===== config.mk =====
export PLATFORM = sky130hd
export DESIGN_NAME = ram_arbiter_flat
export DESIGN_NICKNAME = d
export VERILOG_FILES = /design/src/rtl/ram_arbiter_if.sv /design/src/rtl/ram_arbiter.sv /design/src/flat_wrapper.sv
export SDC_FILE = /design/constraint.sdc
export NUM_CORES = 1
export LEC_CHECK = 0
export ABC_AREA = 1
export CAP_MARGIN = 25
export CORE_UTILIZATION = 39
export DETAILED_ROUTE_END_ITERATION = 6
export PLACE_DENSITY = 0.77
export SLEW_MARGIN = 5
export SYNTH_ARGS = -nofsm -noshare
export SYNTH_HDL_FRONTEND = slang
export SYNTH_SLANG_ARGS = --single-unit

===== constraint.sdc =====
create_clock -name clk -period 1.5 [get_ports clk]
set_clock_uncertainty 0.15 [all_clocks]
set_input_delay 0.3 -clock clk [delete_from_list [all_inputs] [get_ports clk]]
set_output_delay 0.3 -clock clk [all_outputs]
set_load 0.1 [all_outputs]

===== src/rtl/ram_arbiter_if.sv =====
// Purpose: bundles the CPU port, loader port and RAM port of the data RAM arbiter.
// Latency: none; wires only.
// Backpressure: REQ is held by each requester until its ACK pulse.
interface ram_arbiter_if #(
    parameter int AW = 16,
    parameter int DW = 16
);
    logic          cpu_req;
    logic          cpu_we;
    logic [AW-1:0] cpu_addr;
    logic [DW-1:0] cpu_wdata;
    logic          cpu_ack;
    logic [DW-1:0] cpu_rdata;

    logic          ldr_req;
    logic          ldr_we;
    logic [AW-1:0] ldr_addr;
    logic [DW-1:0] ldr_wdata;
    logic          ldr_ack;
    logic [DW-1:0] ldr_rdata;

    logic [AW-1:0] ram_addr;
    logic [DW-1:0] ram_in;
    logic          ram_wen;
    logic [DW-1:0] ram_out;

    logic          busy;

    // Arbiter side.
    modport slave (
        input  cpu_req, cpu_we, cpu_addr, cpu_wdata,
        output cpu_ack, cpu_rdata,
        input  ldr_req, ldr_we, ldr_addr, ldr_wdata,
        output ldr_ack, ldr_rdata,
        output ram_addr, ram_in, ram_wen,
        input  ram_out,
        output busy
    );

    // Requesters plus the RAM itself.
    modport master (
        output cpu_req, cpu_we, cpu_addr, cpu_wdata,
        input  cpu_ack, cpu_rdata,
        output ldr_req, ldr_we, ldr_addr, ldr_wdata,
        input  ldr_ack, ldr_rdata,
        input  ram_addr, ram_in, ram_wen,
        output ram_out,
        input  busy
    );
endinterface


===== src/rtl/ram_arbiter.sv =====
// Purpose: arbitrates CPU and loader transactions onto the single-port data RAM.
// Latency: write ACK 2 cycles after REQ is seen in IDLE, read ACK 2+RD_LAT cycles.
// Backpressure: requesters hold REQ until ACK; the losing REQ is re-arbitrated at the next IDLE.
module ram_arbiter #(
    parameter int AW         = 16,
    parameter int DW         = 16,
    parameter int RD_LAT     = 1,   // 1..7
    parameter int STARVE_MAX = 4    // 1..15
) (
    input logic          clk,
    input logic          rst_n,
    ram_arbiter_if.slave bus
);
    typedef enum logic [1:0] {
        IDLE    = 2'd0,
        ACCESS  = 2'd1,
        WAIT_RD = 2'd2,
        DONE    = 2'd3
    } state_t;

    localparam logic [3:0] STARVE_LIM = 4'(STARVE_MAX);
    localparam logic [2:0] WAIT_INIT  = 3'(RD_LAT - 1);

    state_t        state;
    logic [3:0]    starve;      // consecutive CPU grants taken while the loader was waiting
    logic [2:0]    wait_cnt;    // remaining read-latency cycles in WAIT_RD
    logic          sel_ldr;     // latched winner: 1 = loader
    logic          lat_we;      // latched write enable of the winner

    logic          any_req;
    logic          pick_ldr;
    logic          pick_we;
    logic [AW-1:0] pick_addr;
    logic [DW-1:0] pick_wdata;
    logic [3:0]    starve_nxt;

    // Choose the winner for a grant taken in IDLE and the starve count that follows it.
    always_comb begin
        any_req    = bus.cpu_req | bus.ldr_req;
        pick_ldr   = bus.ldr_req & (~bus.cpu_req | (starve == STARVE_LIM));
        pick_we    = pick_ldr ? bus.ldr_we    : bus.cpu_we;
        pick_addr  = pick_ldr ? bus.ldr_addr  : bus.cpu_addr;
        pick_wdata = pick_ldr ? bus.ldr_wdata : bus.cpu_wdata;
        if (pick_ldr || !bus.ldr_req) begin
            starve_nxt = '0;
        end else if (starve == STARVE_LIM) begin
            starve_nxt = starve;
        end else begin
            starve_nxt = starve + 4'd1;
        end
    end

    // Transaction sequencer; every output is a register updated here.
    always_ff @(posedge clk or negedge rst_n) begin
        if (!rst_n) begin
            state         <= IDLE;
            starve        <= '0;
            wait_cnt      <= '0;
            sel_ldr       <= 1'b0;
            lat_we        <= 1'b0;
            bus.ram_addr  <= '0;
            bus.ram_in    <= '0;
            bus.ram_wen   <= 1'b0;
            bus.cpu_ack   <= 1'b0;
            bus.ldr_ack   <= 1'b0;
            bus.cpu_rdata <= '0;
            bus.ldr_rdata <= '0;
            bus.busy      <= 1'b0;
        end else begin
            // ACKs are single-cycle pulses unless raised below.
            bus.cpu_ack <= 1'b0;
            bus.ldr_ack <= 1'b0;
            case (state)
                IDLE: begin
                    if (any_req) begin
                        // RAM address/data registers double as the latched request.
                        sel_ldr      <= pick_ldr;
                        lat_we       <= pick_we;
                        starve       <= starve_nxt;
                        bus.ram_addr <= pick_addr;
                        bus.ram_in   <= pick_wdata;
                        bus.ram_wen  <= pick_we;
                        bus.busy     <= 1'b1;
                        state        <= ACCESS;
                    end else begin
                        bus.ram_wen  <= 1'b0;
                    end
                end
                ACCESS: begin
                    bus.ram_wen <= 1'b0;
                    if (lat_we) begin
                        bus.cpu_ack <= ~sel_ldr;
                        bus.ldr_ack <= sel_ldr;
                        state       <= DONE;
                    end else begin
                        wait_cnt    <= WAIT_INIT;
                        state       <= WAIT_RD;
                    end
                end
                WAIT_RD: begin
                    if (wait_cnt == 3'd0) begin
                        if (sel_ldr) begin
                            bus.ldr_rdata <= bus.ram_out;
                        end else begin
                            bus.cpu_rdata <= bus.ram_out;
                        end
                        bus.cpu_ack <= ~sel_ldr;
                        bus.ldr_ack <= sel_ldr;
                        state       <= DONE;
                    end else begin
                        wait_cnt    <= wait_cnt - 3'd1;
                    end
                end
                DONE: begin
                    bus.busy <= 1'b0;
                    state    <= IDLE;
                end
                default: begin
                    state <= IDLE;
                end
            endcase
        end
    end
endmodule


===== src/flat_wrapper.sv =====
// flat-port wrapper written by rule: the top's interface ports become plain ports
module ram_arbiter_flat 
#(
    parameter int AW         = 16,
    parameter int DW         = 16,
    parameter int RD_LAT     = 1,          
    parameter int STARVE_MAX = 4            
)
  (clk, rst_n, bus_cpu_req, bus_cpu_we, bus_cpu_addr, bus_cpu_wdata, bus_cpu_ack, bus_cpu_rdata, bus_ldr_req, bus_ldr_we, bus_ldr_addr, bus_ldr_wdata, bus_ldr_ack, bus_ldr_rdata, bus_ram_addr, bus_ram_in, bus_ram_wen, bus_ram_out, bus_busy);
  ram_arbiter_if #(.AW(AW), .DW(DW)) bus_i ();
  input logic clk;
  input logic rst_n;
  input wire logic [$bits(bus_i.cpu_req)-1:0] bus_cpu_req;
  input wire logic [$bits(bus_i.cpu_we)-1:0] bus_cpu_we;
  input wire logic [$bits(bus_i.cpu_addr)-1:0] bus_cpu_addr;
  input wire logic [$bits(bus_i.cpu_wdata)-1:0] bus_cpu_wdata;
  output wire logic [$bits(bus_i.cpu_ack)-1:0] bus_cpu_ack;
  output wire logic [$bits(bus_i.cpu_rdata)-1:0] bus_cpu_rdata;
  input wire logic [$bits(bus_i.ldr_req)-1:0] bus_ldr_req;
  input wire logic [$bits(bus_i.ldr_we)-1:0] bus_ldr_we;
  input wire logic [$bits(bus_i.ldr_addr)-1:0] bus_ldr_addr;
  input wire logic [$bits(bus_i.ldr_wdata)-1:0] bus_ldr_wdata;
  output wire logic [$bits(bus_i.ldr_ack)-1:0] bus_ldr_ack;
  output wire logic [$bits(bus_i.ldr_rdata)-1:0] bus_ldr_rdata;
  output wire logic [$bits(bus_i.ram_addr)-1:0] bus_ram_addr;
  output wire logic [$bits(bus_i.ram_in)-1:0] bus_ram_in;
  output wire logic [$bits(bus_i.ram_wen)-1:0] bus_ram_wen;
  input wire logic [$bits(bus_i.ram_out)-1:0] bus_ram_out;
  output wire logic [$bits(bus_i.busy)-1:0] bus_busy;
  assign bus_i.cpu_req = bus_cpu_req;
  assign bus_i.cpu_we = bus_cpu_we;
  assign bus_i.cpu_addr = bus_cpu_addr;
  assign bus_i.cpu_wdata = bus_cpu_wdata;
  assign bus_cpu_ack = bus_i.cpu_ack;
  assign bus_cpu_rdata = bus_i.cpu_rdata;
  assign bus_i.ldr_req = bus_ldr_req;
  assign bus_i.ldr_we = bus_ldr_we;
  assign bus_i.ldr_addr = bus_ldr_addr;
  assign bus_i.ldr_wdata = bus_ldr_wdata;
  assign bus_ldr_ack = bus_i.ldr_ack;
  assign bus_ldr_rdata = bus_i.ldr_rdata;
  assign bus_ram_addr = bus_i.ram_addr;
  assign bus_ram_in = bus_i.ram_in;
  assign bus_ram_wen = bus_i.ram_wen;
  assign bus_i.ram_out = bus_ram_out;
  assign bus_busy = bus_i.busy;
  ram_arbiter #(.AW(AW), .DW(DW), .RD_LAT(RD_LAT), .STARVE_MAX(STARVE_MAX)) u_core (.clk(clk), .rst_n(rst_n), .bus(bus_i));
endmodule

## Yosys cells after proc, flatten, opt, wreduce, memory -nomap -nowiden

Cells that the tools add are included.

- Bits in registers: 79
- Input port bits: 86
- Output and inout port bits: 68
- Word-level logic and storage cells: 65

- Add/subtract/negate cells: 2
- Equality and inequality tests: 9
- Muxes and demuxes: 22
- Bitwise operators: 5
- Reduce and logical (&&, ||, !) cells: 14

Operators by type and width:

| kind | count |
|---|---|
| $mux 16 | 2 |
| $reduce_and 3->1 | 4 |
| $mux 1 | 8 |
| $mux 4 | 2 |
| $pmux 1 s2 | 4 |
| $pmux 2 s4 | 1 |
| $mux 3 | 2 |
| $ne 2x1->1 const B | 3 |
| $pmux 3 s2 | 1 |
| $reduce_and 2->1 | 3 |
| $reduce_bool 2->1 | 3 |
| $add 4x1->4 const B | 1 |
| $eq 2x2->1 const B | 2 |
| $eq 4x3->1 const B | 1 |
| $mux 2 | 2 |
| $ne 2x2->1 const B | 2 |
| $logic_not 3->1 | 1 |
| $sub 3x1->3 const B | 1 |
| $eq 2x1->1 const B | 1 |
| $logic_not 2->1 | 1 |
| $not 1->1 | 2 |
| $or 1x1->1 | 2 |
| $and 1x1->1 | 1 |
| $logic_not 1->1 | 1 |
| $logic_or 1x1->1 | 1 |

## Longest topological paths before layout

Gate-level depths: netlist of run 1.

- Depth after elaboration: 6
- Depth in mapped cells: 8
- Mapped depth without buffers: 8

## Worst setup path before layout of run 1

OpenSTA, ideal clock, no wires.

- Kind: register to register
- Start point: reg u_core.state[0]
- End point: reg u_core.bus.ldr_rdata[10]
- Library setup time: 129 ps
- Data arrival time: 1,309 ps
- Data required time: 1,221 ps
- Setup slack: -88 ps
- Cell stages (with the launch flop): 9
- Buffers on the path: 1
- Period minus slack after synthesis: 1,588 ps
- Cell sequence: dfrtp_1 > inv_1 > ha_1 > inv_2 > nor2_4 > nand2_2 > buf_2 > nand2_1 > o21ai_0

- Word-level cells in the longest chain between the ends: 2

Ends and longest elaborated chain:

| item | RTL line | source |
|---|---|---|
| from (decl) | ram_arbiter.sv:24 | `state_t state;` |
| from (signal assigned) | ram_arbiter.sv:56 | `state <= IDLE;` |
| from (signal assigned) | ram_arbiter.sv:84 | `state <= ACCESS;` |
| from (signal assigned) | ram_arbiter.sv:94 | `state <= DONE;` |
| $eq 2x2->1 | ram_arbiter.sv:73 | `case (state)` |
| $reduce_and 3->1 (no line) | n/a |  |
| to (signal assigned) | ram_arbiter.sv:103 | `bus.ldr_rdata <= bus.ram_out;` |
| to (decl) | ram_arbiter_if.sv:34 | `output ldr_ack, ldr_rdata,` |

No other way between the ends.
A chain may end at the register's enable or synchronous reset.

## Worst setup path after layout of run 1

- Start point: reg u_core.starve[1]
- End point: reg u_core.starve[3]

- Word-level cells in the longest chain between the ends: 6
- Elaborated cells between the ends (all ways): 9
- Classes of those cells: add/sub (1); eq/ne (2); mux (2); bitwise (2); reduce/logical (2)

Ends and longest elaborated chain:

| item | RTL line | source |
|---|---|---|
| from (decl) | ram_arbiter.sv:25 | `logic [3:0] starve;` |
| from (signal assigned) | ram_arbiter.sv:79 | `starve <= starve_nxt;` |
| $eq 4x3->1 | ram_arbiter.sv:40, ram_arbiter.sv:46 |  |
| $or 1x1->1 | ram_arbiter.sv:40 | `pick_ldr = bus.ldr_req & (~bus.cpu_req \| (starve == STARVE_LIM));` |
| $and 1x1->1 | ram_arbiter.sv:40 |  |
| $logic_or 1x1->1 | ram_arbiter.sv:44 | `if (pick_ldr \|\| !bus.ldr_req) begin` |
| $ne 2x1->1 (no line) | n/a |  |
| $reduce_and 3->1 (no line) | n/a |  |

Several ways; a longest one is shown, not always the timed one. The select of a mux whose other input is x is not followed.

==> impl_metrics.json, run 1 <==
{
  "outcome": "finished, violations left",
  "violations": "DRC, setup timing",
  "netlist.area_leader.share_pct": 54.3,
  "worstSetupStartpointType": "register",
  "timing.final.ws_setup_ns": -0.237,
  "critPathKind": "reg2reg",
  "clk_path_buf_depth": 2,
  "crit_required_ns": 1.59,
  "area_growth_pct": 111,
  "h-tree-depth": 3,
  "drtIter0Drc": 213,
  "cts.sinks": 79,
  "die_h_um": 98.6,
  "endpoint": "u_core.starve[3]",
  "gr-total-overflow": 0,
  "clock.fmax_ghz": 0.576,
  "maxSlewViolCount": 0,
  "timing.critical_path.from": "u_core.starve[1]",
  "chipWidth_um": 98.6,
  "ff2ff_path_depth": 7,
  "hold_violations": 0,
  "synth_top_area_cell": "dfrtp_1",
  "synthTopCellsByArea": "dfrtp_1 (54%), a21oi_1 (7.0%), nand2_1 (5.3%), nand3_1 (5.0%), a21oi_2 (4.3%)",
  "yosysSeqAreaShare_pct": 54.3,
  "yosys_warnings": 0,
  "dieArea_um2": 9720,
  "fillerInstances": 361,
  "final_cell_mix": "clkdlybuf4s50_1 (83), buf_12 (78), dfrtp_1 (77), a21oi_2 (40), nand2_4 (31)",
  "postSynthCellCount": 392,
  "cts_tree": "done",
  "max-slew-margin-rel_pct": 67.6,
  "critPathMaxFanout": 2,
  "insertion_delay_ns": 0.35,
  "gp_congestion": 0.828,
  "r2r_end": "u_core.starve[3]",
  "hold_path.class": "in2async",
  "period_share_pct": 116,
  "timing.rr.start": "u_core.starve[1]",
  "ys_ff_latch": 79,
  "grt_usage_pct": 26.9,
  "place_area_um2": 6140,
  "nets": 685,
  "arrival_ns": 1.83,
  "drive_gt1_share_pct": 53.3,
  "drc": 2,
  "n_antenna_cell": 0,
  "syn-num-nets": 487,
  "wl_mm": 16.2,
  "drtPass1Iterations": 7,
  "core_area_um2": 8890,
  "row_count": 34,
  "grt_first_pass_wirelength_mm": 19.9,
  "antenna_found_initial": 0,
  "fin_area_um2": 7690,
  "maxCapViolCount": 0,
  "grt_max_degree": 33,
  "crit_path_end_kind": "register",
  "cts.clk_slew.worst_paths_ns": 0.10,
  "synth.avg_cell_area_um2": 9.29,
  "layout_min_cycle_time_ns": 1.74,
  "vias": 3896,
  "wl_per_cell_um": 23.0,
  "synth_area_um2": 3640,
  "r2r_slack_ns": -0.24,
  "cts-root-buf": "clkbuf_8",
  "initial_utilization_pct": 40.9,
  "yosys.cell_types.count": 27,
  "worst_pin_slew_ns": 0.482,
  "io_buffers": 153,
  "dp_hpwl_mm": 8.13,
  "rsz0062_at_grt": "true",
  "ant_nets": 0,
  "cts-buffers-inserted": 9,
  "ios": 154,
  "via_per_inst": 5.54,
  "grt_pass1_vias": 3945,
  "layout_commonest_cell": "clkdlybuf4s50_1",
  "setup_viol": 72
}
## stage by stage
step | cells | util (%) | setup TNS [ns] | setup slack (ns) | hold WS (ns)
detailed placement | 658 | 69.0 | -14.56 | -0.406 | 0.0813
global route | 703 | 86.5 | -8.85 | -0.264 | 0.287
floorplan | 392 | - | -0.112 | -0.0175 | -0.146
CTS | 690 | 76.9 | -1.16 | -0.0633 | 0.248
global placement | 658 | 69.0 | -12.33 | -0.330 | 0.0790
finish | 703 | 86.5 | -5.55 | -0.237 | 0.264
## critical path, stage by stage (launching register included)
cell and delay, ns:
dfrtp_1 0.39, inv_2 0.07, buf_4 0.13, buf_4 0.13, nor3_1 0.43, nand2_4 0.11, o21ai_2 0.17, a21oi_2 0.06
## worst min path at each step
stage,start,end,cells after the start
after CTS,rst_n,u_core.state[0],2
after global placement,rst_n,u_core.bus.ldr_rdata[12],1
final,rst_n,u_core.starve[1],2
after floorplan,rst_n,u_core.bus.busy,0
after detailed placement,rst_n,u_core.bus.cpu_rdata[12],1
after global routing,rst_n,u_core.bus.ram_in[1],2
## layer usage
metal | GRT usage (%) | wire (um) | share of wire, %
met1 | 29.5 | 5750 | 36
met2 | 47.2 | 8420 | 52
met3 | 9.36 | 1350 | 8.3
met4 | 11.7 | 657 | 4.1
met5 | 0 | 0 | 0
## cells in the mapped netlist (all sizes together)
cell     n
a21oi   69
buf     20
o22ai    2
nor3     2
inv     34
nand2   55
nand3   37
xor2     2
ha       9
clkbuf   3
o211ai   1
o21ai   39
dfrtp   79
nor2    39
nand4    1
## area by class of cell
type,instances,area (um2),area share (%)
clock buffer,10,138,1.79
timing repair buffer,209,2950,38.3
sequential,79,1980,25.7
multi-input combinational,256,2270,29.5
tap,108,135,1.76
inverter,34,145,1.89
clock inverter,6,67.6,0.879
timing repair inverter,1,8.76,0.114
## flip-flops by register name, summed over array words and instances (netlist names), 2 cells and up
register,flops
u_core.bus.cpu_rdata,16
u_core.bus.ldr_rdata,16
u_core.bus.ram_addr,16
u_core.bus.ram_in,16
u_core.starve,4
u_core.state,2
u_core.wait_cnt,3
## logic make-up after synthesis
| group | share of synthesized area, % |
|---|---|
| AND/OR/NAND/NOR | 16.6 |
| AO/OA/AOI/OAI | 17.4 |
| flip-flops | 54.3 |
| buffers and inverters | 8.04 |
| adder cells (fa/ha/maj) | 3.09 |
| XOR/XNOR | 0.481 |
## timing repair
action / CTS / global route
gates cloned: 5 / 7
resized for setup: 70 / 170
buffers inserted: 10 / 10
pin swaps: 27 / 25
hold buffers: 1 / 0
endpoints found under the hold margin: 21 / 0
endpoints found under the setup margin: 58 / 76
Power of run 1 is not shown: default switching activity piles up to over one toggle a cycle in this logic, so the estimate is an artifact.
==> run 2, diff against run 1 <==
Settings changed: CORE_UTILIZATION 39 to 40, DONT_BUFFER_PORTS set to 1, PLACE_DENSITY 0.77 to not set.
==> impl_metrics.json, run 2 (synthesized netlist as in run 1, its figures left out) <==
{
  "antenna_found_initial": 0,
  "hold_ws_ns": -0.521,
  "setup_viol": 51,
  "hold_path.class": "in2async",
  "clock.fmax_ghz": 0.624,
  "period_share_pct": 107,
  "worstSetupStartpointType": "register",
  "cts-buffers-inserted": 9,
  "core_area_um2": 8760,
  "crit_path_end_kind": "register",
  "critPathMaxFanout": 8,
  "cts.clk_slew.worst_paths_ns": 0.10,
  "drc": 0,
  "drive_gt1_share_pct": 41.4,
  "chipWidth_um": 97.4,
  "grt_first_pass_wirelength_mm": 16.4,
  "gp_congestion": 0.804,
  "r2r_slack_ns": -0.10,
  "crit_required_ns": 1.61,
  "final_cell_mix": "dfrtp_1 (79), dlygate4sd3_1 (77), buf_4 (68), a21oi_2 (39), nor2_1 (34)",
  "timing.critical_path.from": "u_core.state[1]",
  "cts_tree": "done",
  "layout_min_cycle_time_ns": 1.60,
  "worst_pin_slew_ns": 0.318,
  "max-slew-margin-rel_pct": 78.8,
  "row_count": 34,
  "outcome": "finished, violations left",
  "r2r_end": "u_core.bus.cpu_rdata[1]",
  "initial_utilization_pct": 41.5,
  "vias": 3564,
  "area_growth_pct": 69.6,
  "nets": 662,
  "drtIter0Drc": 138,
  "hold_violations": 79,
  "ios": 154,
  "ant_nets": 0,
  "wl_mm": 12.3,
  "ff2ff_path_depth": 7,
  "cts-root-buf": "clkbuf_8",
  "endpoint": "u_core.bus.cpu_rdata[1]",
  "die_h_um": 97.4,
  "gr-total-overflow": 0,
  "insertion_delay_ns": 0.36,
  "finalSetupTns_ns": -2.07,
  "dp_hpwl_mm": 6.12,
  "clk_path_buf_depth": 2,
  "n_antenna_cell": 0,
  "wl_per_cell_um": 18.1,
  "layout_commonest_cell": "dfrtp_1",
  "h-tree-depth": 3,
  "drtPass1Iterations": 4,
  "cts.sinks": 79,
  "maxCapViolCount": 0,
  "dieArea_um2": 9480,
  "arrival_ns": 1.71,
  "grt_pass1_vias": 3363,
  "grt_max_degree": 80,
  "grt_usage_pct": 21.5,
  "via_per_inst": 5.24,
  "io_buffers": 0,
  "maxSlewViolCount": 0,
  "timing.final.ws_setup_ns": -0.102,
  "violations": "hold timing, setup timing",
  "rsz0062_at_grt": "true",
  "timing.rr.start": "u_core.state[1]",
  "critPathKind": "reg2reg"
}
[run 2: cell count changes in the layout (fill, tap and decap cells not counted), moves of 11 or more]
cell / delta
dlygate4sd3_1: +76
nand3_1: +19
o21ai_1: +13
clkdlybuf4s50_1: -83
nand2_4: -16
a21oi_4: -13
nand3_2: -14
a21oi_1: +14
o21ai_2: -14
buf_12: -68
nand2_1: +11
buf_4: +41
buf_6: +15
[run 2: area by class of cell]
| cell class | instances | area [um2] |
|---|---|---|
| sequential | 79 | 1980 |
| fill | 587 | 2590 |
| multi-input combinational | 256 | 1800 |
| timing repair buffer | 187 | 1930 |
| clock inverter | 7 | 62.6 |
| clock buffer | 9 | 124 |
| inverter | 34 | 146 |
| tap | 108 | 135 |
[run 2: worst max-delay path, cell delays in order (launching register included)]
cell	delay, ns
dfrtp_1	0.40
buf_6	0.12
ha_4	0.15
inv_2	0.04
nor2_4	0.15
nand2_4	0.11
clkbuf_16	0.19
o21ai_1	0.20
[run 2: layer usage]
metal	track usage, %	routed length [um]	vias to the layer above
li1	-	-	1651
met1	25.3	4770	1728
met2	37.4	6490	161
met3	5.11	774	24
met4	9.39	247	0
met5	0	0	-
[run 2: stage by stage]
stage                     instance area (um2)  setup slack, ns  std cells  hold WS (ns)  util (%)
after floorplan                          3670          -0.0175        392        -0.146         -
after global placement                   4390          -0.0544        567        -0.141      50.1
after detailed placement                 4390           -0.110        567        -0.142      50.1
after CTS                                5250          -0.0207        637        -0.545      59.9
after global routing                     6170           -0.211        680        -0.555      70.5
final                                    6170           -0.102        680        -0.521      70.5
[run 2: how the worst min path moves through the flow]
stage                                          end  startpoint
final                     u_core.bus.cpu_rdata[13]       rst_n
after global routing      u_core.bus.cpu_rdata[13]       rst_n
after CTS                     u_core.bus.ram_in[8]       rst_n
after detailed placement   u_core.bus.ldr_rdata[8]       rst_n
after global placement     u_core.bus.cpu_rdata[8]       rst_n
after floorplan                    u_core.bus.busy       rst_n
[run 2: what timing repair did]
item | in CTS | in global routing
gates cloned | 0 | 8
gates resized for setup | 34 | 115
hold endpoints to repair | 143 | 111
hold buffers | 48 | 30
setup buffers | 6 | 5
endpoints found under the setup margin | 71 | 89
pin swaps | 11 | 12
Power of run 2 is left out for the same reason.
